`src/rtl/booth_mult_seq.sv`:
```
// Sequential radix-2 Booth multiplier producing a 2*WIDTH product with HI/LO load pulses.
// Optional unsigned (multu) support is enabled by defining BOOTH_MULT_UNSIGNED_EN.
module booth_mult_seq #(
  parameter int unsigned WIDTH = 32
) (
  input  logic             clk,
  input  logic             reset,
  input  logic             clear,
  input  logic             start,
`ifdef BOOTH_MULT_UNSIGNED_EN
  input  logic             is_unsigned,
`endif
  input  logic [WIDTH-1:0] op_a,
  input  logic [WIDTH-1:0] op_b,
  output logic             busy,
  output logic             done,
  output logic             hi_load,
  output logic             lo_load,
  output logic [WIDTH-1:0] hi_out,
  output logic [WIDTH-1:0] lo_out
);

  localparam int unsigned CW = $clog2(WIDTH + 2);

  typedef enum logic [1:0] {StIdle, StRun, StDone} state_e;

  state_e           state;
  logic [WIDTH:0]   a_q;
  logic [WIDTH:0]   p_hi;
  logic [WIDTH:0]   p_lo;
  logic             q1;
  logic             uns_q;
  logic [CW-1:0]    cnt;

  logic             start_uns;
  logic [WIDTH:0]   sum;
  logic [WIDTH:0]   p_hi_nx;
  logic [WIDTH:0]   p_lo_nx;
  logic [WIDTH-1:0] hi_nx;
  logic [WIDTH-1:0] lo_nx;

`ifdef BOOTH_MULT_UNSIGNED_EN
  assign start_uns = is_unsigned;
`else
  assign start_uns = 1'b0;
`endif

  // One Booth step; p_lo carries an extra top bit so the unsigned path can
  // run one more iteration over the zero-extended multiplier.
  always_comb begin
    sum = p_hi;
    case ({p_lo[0], q1})
      2'b01:   sum = p_hi + a_q;
      2'b10:   sum = p_hi - a_q;
      default: sum = p_hi;
    endcase
    p_hi_nx = {sum[WIDTH], sum[WIDTH:1]};
    p_lo_nx = {sum[0], p_lo[WIDTH:1]};
    if (uns_q) begin
      hi_nx = {p_hi_nx[WIDTH-2:0], p_lo_nx[WIDTH]};
      lo_nx = p_lo_nx[WIDTH-1:0];
    end else begin
      // Signed path stops one shift short: the unused sign bit sits in p_lo[0].
      hi_nx = p_hi_nx[WIDTH-1:0];
      lo_nx = p_lo_nx[WIDTH:1];
    end
  end

  always_ff @(posedge clk or posedge reset) begin
    if (reset) begin
      state   <= StIdle;
      a_q     <= '0;
      p_hi    <= '0;
      p_lo    <= '0;
      q1      <= 1'b0;
      uns_q   <= 1'b0;
      cnt     <= '0;
      busy    <= 1'b0;
      done    <= 1'b0;
      hi_load <= 1'b0;
      lo_load <= 1'b0;
      hi_out  <= '0;
      lo_out  <= '0;
    end else if (clear) begin
      state   <= StIdle;
      cnt     <= '0;
      busy    <= 1'b0;
      done    <= 1'b0;
      hi_load <= 1'b0;
      lo_load <= 1'b0;
      hi_out  <= '0;
      lo_out  <= '0;
    end else begin
      case (state)
        StIdle: begin
          done    <= 1'b0;
          hi_load <= 1'b0;
          lo_load <= 1'b0;
          busy    <= 1'b0;
          if (start) begin
            state <= StRun;
            busy  <= 1'b1;
            uns_q <= start_uns;
            a_q   <= start_uns ? {1'b0, op_a} : {op_a[WIDTH-1], op_a};
            p_lo  <= start_uns ? {1'b0, op_b} : {op_b[WIDTH-1], op_b};
            p_hi  <= '0;
            q1    <= 1'b0;
            cnt   <= start_uns ? CW'(WIDTH + 1) : CW'(WIDTH);
          end
        end
        StRun: begin
          p_hi <= p_hi_nx;
          p_lo <= p_lo_nx;
          q1   <= p_lo[0];
          cnt  <= cnt - 1'b1;
          if (cnt == CW'(1)) begin
            state   <= StDone;
            done    <= 1'b1;
            hi_load <= 1'b1;
            lo_load <= 1'b1;
            hi_out  <= hi_nx;
            lo_out  <= lo_nx;
          end
        end
        StDone: begin
          state   <= StIdle;
          busy    <= 1'b0;
          done    <= 1'b0;
          hi_load <= 1'b0;
          lo_load <= 1'b0;
        end
        default: begin
          state <= StIdle;
          busy  <= 1'b0;
        end
      endcase
    end
  end

endmodule

```
`config.mk`:
```
export PLATFORM = sky130hd
export DESIGN_NAME = booth_mult_seq
export DESIGN_NICKNAME = d
export VERILOG_FILES = /design/src/rtl/booth_mult_seq.sv
export SDC_FILE = /design/constraint.sdc
export NUM_CORES = 1
export LEC_CHECK = 0
export CAP_MARGIN = 20
export CELL_PAD_IN_SITES_DETAIL_PLACEMENT = 0
export CELL_PAD_IN_SITES_GLOBAL_PLACEMENT = 1
export CORE_ASPECT_RATIO = 0.6
export CORE_MARGIN = 4
export CORE_UTILIZATION = 45
export CTS_CLUSTER_SIZE = 10
export DETAILED_ROUTE_END_ITERATION = 7
export PLACE_DENSITY = 0.88
export SLEW_MARGIN = 20
export SYNTH_ARGS = -nofsm -noshare
export SYNTH_HDL_FRONTEND = slang
export SYNTH_SLANG_ARGS = --single-unit
export TNS_END_PERCENT = 20
```
`constraint.sdc`:
```
create_clock -name clk -period 9.9 [get_ports clk]
set_input_delay 1.98 -clock clk [delete_from_list [all_inputs] [get_ports clk]]
set_output_delay 1.98 -clock clk [all_outputs]
set_load 0.005 [all_outputs]
```
==> results of run 1 <==
==> critical path, stage by stage, from the launching register on <==
cell,delay (ns)
dfrtp_1,0.43
or4_4,0.55
nor4_1,0.52
and2_1,0.32
a21o_1,0.20
o21ai_0,0.14
xnor2_1,0.18
ha_1,0.35
a21oi_1,0.30
o211ai_1,0.17
a21oi_1,0.39
and3_1,0.23
a21oi_1,0.13
a31oi_4,0.25
mux2i_2,0.28
xor2_1,0.17
o21ai_1,0.07
==> routing by layer <==
layer  vias to the layer above  GRT usage  wire [µm]
met3                        28     0.0434       1270
li1                       4044          -          -
met2                       224      0.323      11200
met5                         -          0          0
met1                      4088      0.346      13300
met4                         0     0.0527        361
==> power by group <==
part | total (µW) | switching, µW | internal (µW)
clock | 666 | 283 | 383
combinational | 1770 | 1060 | 703
sequential | 999 | 152 | 848
total | 3430 | 1500 | 1930
==> worst max-delay path by stage <==
stage	from	to	slack (ns)	cells past startpoint
global placement	clear	cnt[5]$_DFFE_PP0P_	4.89	6
detailed placement	clear	cnt[5]$_DFFE_PP0P_	4.87	6
floorplan	reset	a_q[0]$_DFFE_PP0P_	3.26	1
global route	a_q[3]$_DFFE_PP0P_	hi_out[31]$_DFFE_PP0P_	4.79	16
CTS	a_q[3]$_DFFE_PP0P_	hi_out[31]$_DFFE_PP0P_	5.20	16
finish	a_q[3]$_DFFE_PP0P_	hi_out[31]$_DFFE_PP0P_	5.09	16
==> cell type report <==
cell class | instances | area [µm²] | share of cell area
multi-input combinational | 830 | 4910 | 0.421
sequential | 172 | 4300 | 0.369
timing repair buffer | 146 | 1430 | 0.123
clock buffer | 20 | 457 | 0.0392
tap | 273 | 342 | 0.0293
clock inverter | 11 | 119 | 0.0102
inverter | 22 | 87.6 | 0.00752
==> kinds of logic after synthesis <==
family	count (synthesis)	synth area share
mux	9	0.0101
simple gates	417	0.189
xor+xnor	58	0.0534
flops	172	0.452
compound gates	309	0.211
fa+ha+maj	37	0.0494
buf+inv	87	0.0355
==> stage by stage <==
step | setup slack [ns] | utilization | cells
after floorplan | 3.26 | - | 1089
after global placement | 4.89 | 0.543 | 1443
after detailed placement | 4.87 | 0.543 | 1443
after CTS | 5.20 | 0.572 | 1474
after global routing | 4.79 | 0.572 | 1474
final | 5.09 | 0.572 | 1474
==> sequential cells by signal, summed over array words and instances (netlist names) <==
name	cells
a_q	32
busy	1
cnt	6
hi_out	32
lo_load	1
lo_out	32
p_hi	32
p_lo	33
q1	1
state	2
==> cells in the final DEF, fill, tap and decap left out, drive strengths merged, types with 13 or more instances in the layout <==
| cell type | synthesis | routed |
|---|---|---|
| nor2 | 79 | 79 |
| a22o | 44 | 44 |
| a31oi | 46 | 46 |
| o21ai | 76 | 76 |
| clkbuf | 56 | 20 |
| clkdlybuf4s50 | 0 | 135 |
| xor2 | 13 | 13 |
| a21o | 13 | 13 |
| nand2 | 252 | 252 |
| ha | 36 | 36 |
| xnor2 | 45 | 45 |
| dfrtp | 172 | 172 |
| inv | 22 | 23 |
| nor3 | 20 | 20 |
| a21oi | 73 | 73 |
==> impl_metrics.tcl, run 1 <==
set metrics [dict create \
    status "complete, no violations" \
    hold_violations 0 \
    first_pass_iters 5 \
    cap_violations 0 \
    overflow 0 \
    yosys-top-cells-count "nand2_1 (252), dfrtp_1 (172), nor2_1 (79), o21ai_0 (72), a21oi_1 (71)" \
    yosysSeqAreaShare 0.452 \
    postCtsSetupBuffers 0 \
    rsz0062_at_grt "no" \
    slew_headroom 0.361 \
    rows 40 \
    reg2reg_to "hi_out[31]$_DFFE_PP0P_" \
    grt_pass1_wl_um 42900 \
    fin_skew_ns 0.0108 \
    layout-drive-gt1-share 0.0533 \
    die_h_um 121 \
    synth.avg_cell_area_um2 8.74 \
    cts_sinks 172 \
    worstPathRequired_ns 10.21 \
    die_area_um2 23600 \
    nFillCells 1806 \
    cts_tree "built" \
    grt_max_degree 98 \
    cts_buffer_depth 2 \
    pin_count 136 \
    leakage_uw 0.00517 \
    cts_made_buffers 17 \
    fin_crit_sh 0.486 \
    synthesis.nets 1194 \
    synthTopCellsByArea "dfrtp_1 (45%), nand2_1 (9.9%), ha_1 (4.7%)" \
    cp-end-kind "flip-flop" \
    stdcell_area_um2 11600 \
    whs_path_depth 2 \
    ys_dominant_reg_cell "dfrtp_1" \
    drt_iter0_markers 659 \
    num_vias 8384 \
    fin_setup_tns_ns 0 \
    diodes 0 \
    r2r_cells 16 \
    r2r_start "a_q[3]$_DFFE_PP0P_" \
    htreeDepth 4 \
    min_to "hi_out[7]$_DFFE_PP0P_" \
    synth_edf_count 0 \
    ys_types 70 \
    wl_per_cell_um 17.7 \
    synth_top_cell_by_area "dfrtp_1" \
    grt_pass1_vias 8060 \
    synth-seq-cells 172 \
    clk_latency_ns 0.44 \
    cp.arrival_ns 5.12 \
    grtUsageTotal 0.224 \
    die_x_um 196 \
    post-dp-hpwl_um 18700 \
    area_growth_pct 22.4 \
    setup_viol 0 \
    synthArstFlopShare 1.00 \
    yosys_warnings 0 \
    p_per_area_nw_per_um2 295 \
    critical_path_class "flip-flop to flip-flop" \
    fin_nets 1294 \
    clock-root-buffer "clkbuf_16" \
    peakVddDrop_mv 0.158 \
    max_freq_mhz 208 \
    hold_ws_ns 0.484 \
    syn-instance-count 1089 \
    drtAntennaViolNets 0 \
    synth_top_area_frac 0.452 \
    tightest_slew_ns 0.959 \
    via_per_inst 5.69 \
    maxSlewViolCount 0 \
    antenna_found_initial 0 \
    cp-start-kind "flip-flop" \
    min_from "hi_out[7]$_DFFE_PP0P_" \
    io_buffers 135 \
    rrSetupSlack_ns 5.09 \
    p_total_uw 3430 \
    finalWirelength_um 26100 \
    design.core.area_um2 20400 \
    hold_path_class "flip-flop to flip-flop" \
    min_period_ns 4.81 \
    synth.cell_area_um2 9520 \
    hold_buffers 0 \
    clk_pin_slew_ns 0.07 \
    drc 0 \
    ctsResizeCount 0 \
    crit_fanout 5 \
    synth_most_common_cell "nand2_1" \
    postPlaceCellArea_um2 11100 \
    finalWeightedCongestion 0.894 \
    start_util 0.467 \
]
Power figures use the tool's default switching activity.
==> run 2, diff against run 1 <==
CORE_UTILIZATION = 42   (was 45)
PLACE_DENSITY = 0.83   (was 0.88)
clock period = 4.8 ns   (was 9.9 ns; I/O delays follow)
==> run 2 against run 1 <==
- worst hold slack got worse by 0.0028 ns
- die area rose by 6.8%
- first-iteration DRC count fell by 22%
- critical path depth fell by 2
- non-clock buffer count rose by 9
- total power rose by 110%
- via count fell by 1.4%
- cell count rose by 3.1%
- design area rose by 1.3%
- critical endpoint is now hi_out[30]$_DFFE_PP0P_
- critical path type unchanged
- count of clock-buffer cells in the layout fell by 1
==> impl_metrics.tcl, run 2 (synthesis gave the netlist of run 1 again) <==
set metrics [dict create \
    slew_headroom 0.322 \
    hold_violations 0 \
    postCtsSetupBuffers 0 \
    fin_cells 1519 \
    min_period_ns 4.58 \
    crit_fanout 7 \
    final_common_cell "nand2_1" \
    reg2reg_to "hi_out[30]$_DFFE_PP0P_" \
    clock-root-buffer "clkbuf_16" \
    nFillCells 2105 \
    antenna_found_initial 0 \
    rows 42 \
    via_per_inst 5.44 \
    tightest_slew_ns 1.01 \
    multi_input_area_um2 4910 \
    fin_nets 1303 \
    start_util 0.429 \
    hold_ws_ns 0.481 \
    cp_slowest_cell "or4_4" \
    layout-drive-gt1-share 0.0620 \
    area_growth_pct 24.0 \
    leakage_uw 0.00521 \
    p_per_area_nw_per_um2 607 \
    clk_latency_ns 0.44 \
    cts_tree "built" \
    num_vias 8265 \
    grt_pass1_wl_um 44500 \
    ctsResizeCount 0 \
    cts_made_buffers 17 \
    cp.arrival_ns 4.87 \
    post-dp-hpwl_um 19600 \
    max_stage_delay_ns 0.56 \
    critical_path_class "flip-flop to flip-flop" \
    cap_violations 0 \
    critPathLaunch "a_q[3]$_DFFE_PP0P_" \
    overflow 0 \
    fin_crit_sh 0.953 \
    top_register "p_lo" \
    io_buffers 135 \
    endpoint "hi_out[30]$_DFFE_PP0P_" \
    cts_sinks 172 \
    grt_pass1_vias 8096 \
    cp-start-kind "flip-flop" \
    fin_skew_ns 0.00684 \
    clk_pin_slew_ns 0.07 \
    crit_chain "or4_4 -> nor3b_4 -> a31oi_1 -> xnor2_1 -> ha_1 -> a2111oi_0 -> o21ai_0 -> a21oi_1 -> a21oi_1 -> o22ai_1 -> o21ai_1 -> a211oi_1 -> xor2_1 -> o22ai_1" \
    wl_per_cell_um 17.9 \
    largest_reg_flops 33 \
    hold_buffers 0 \
    grtUsageTotal 0.219 \
    pin_count 136 \
    peakVddDrop_mv 0.272 \
    die_x_um 202 \
    hold_path_class "flip-flop to flip-flop" \
    htreeDepth 4 \
    setup_viol 0 \
    first_pass_iters 6 \
    max_freq_mhz 218 \
    cts_buffer_depth 2 \
    cp-end-kind "flip-flop" \
    worstPathRequired_ns 5.09 \
    final_cell_mix "nand2_1 (251), dfrtp_1 (172), clkdlybuf4s50_1 (135)" \
    finalWirelength_um 27200 \
    drt_iter0_markers 513 \
    die_area_um2 25200 \
    rrSetupSlack_ns 0.22 \
    preCtsSetupSlack_ns 0.452 \
    die_h_um 125 \
    drc 0 \
    finalWeightedCongestion 0.913 \
    r2r_start "a_q[3]$_DFFE_PP0P_" \
    setup_ws_ns 0.223 \
    rsz0062_at_grt "no" \
    final-seq-area_um2 4300 \
    grt_max_degree 78 \
    maxSlewViolCount 0 \
    place_inst 1487 \
    r2r_cells 14 \
    design.core.area_um2 22200 \
    status "complete, no violations" \
    drtAntennaViolNets 0 \
    fin_setup_tns_ns 0 \
]
run 2: cell count changes in the layout (fill, tap and decap cells not counted), sizes merged:
cell and delta:
clkbuf -1, buf +9, clkinv -3, diode +1, clkinvlp +4
run 2: layout make-up:
cell class,instances,share of cell area
flip-flops and latches,172,0.365
well taps,308,0.0327
diodes,1,0.000212
inverters,22,0.00732
repair buffers,155,0.129
clock inverters,12,0.0120
clock buffers,19,0.0375
multi-input cells,830,0.416
run 2: metrics by stage:
stage               area (µm²)  power [µW]   util
floorplan                 9520        4790      -
global placement         11200        5700  0.505
detailed placement       11200        5700  0.505
CTS                      11800        7140  0.532
global route             11800        7750  0.532
finish                   11800        7160  0.532
run 2: critical path, delay by kind of cell, from the launching register on:
| kind | cells | cell delay, ns |
|---|---|---|
| AOI/OAI and AO/OA | 9 | 2.34 |
| and+or+nand+nor | 2 | 0.94 |
| xor gates and xnor gates | 2 | 0.35 |
| DFF | 1 | 0.43 |
| adders and majority gates | 1 | 0.37 |
run 2: power by group:
group          total [µW]  switching (µW)  internal [µW]  leakage (µW)
sequential           2060             315           1750       0.00223
clock                1410             622            784      0.000274
combinational        3690            2230           1470       0.00271
run 2: routing by layer:
| layer | GRT usage | vias to the layer above | part of all wire |
|---|---|---|---|
| li1 | - | 4054 | - |
| met1 | 0.345 | 3981 | 0.52 |
| met2 | 0.315 | 211 | 0.42 |
| met3 | 0.0440 | 19 | 0.049 |
| met4 | 0.0383 | 0 | 0.0066 |
| met5 | 0 | - | 0 |
run 2: how the worst min path moves through the flow:
stage	from	endpoint	slack, ns	depth (start not counted)
floorplan	busy$_DFFE_PP0P_	busy$_DFFE_PP0P_	0.47	2
global placement	busy$_DFFE_PP0P_	busy$_DFFE_PP0P_	0.46	2
detailed placement	hi_out[2]$_DFFE_PP0P_	hi_out[2]$_DFFE_PP0P_	0.47	2
CTS	hi_out[2]$_DFFE_PP0P_	hi_out[2]$_DFFE_PP0P_	0.49	2
global route	hi_out[13]$_DFFE_PP0P_	hi_out[13]$_DFFE_PP0P_	0.52	2
finish	hi_out[7]$_DFFE_PP0P_	hi_out[7]$_DFFE_PP0P_	0.48	2
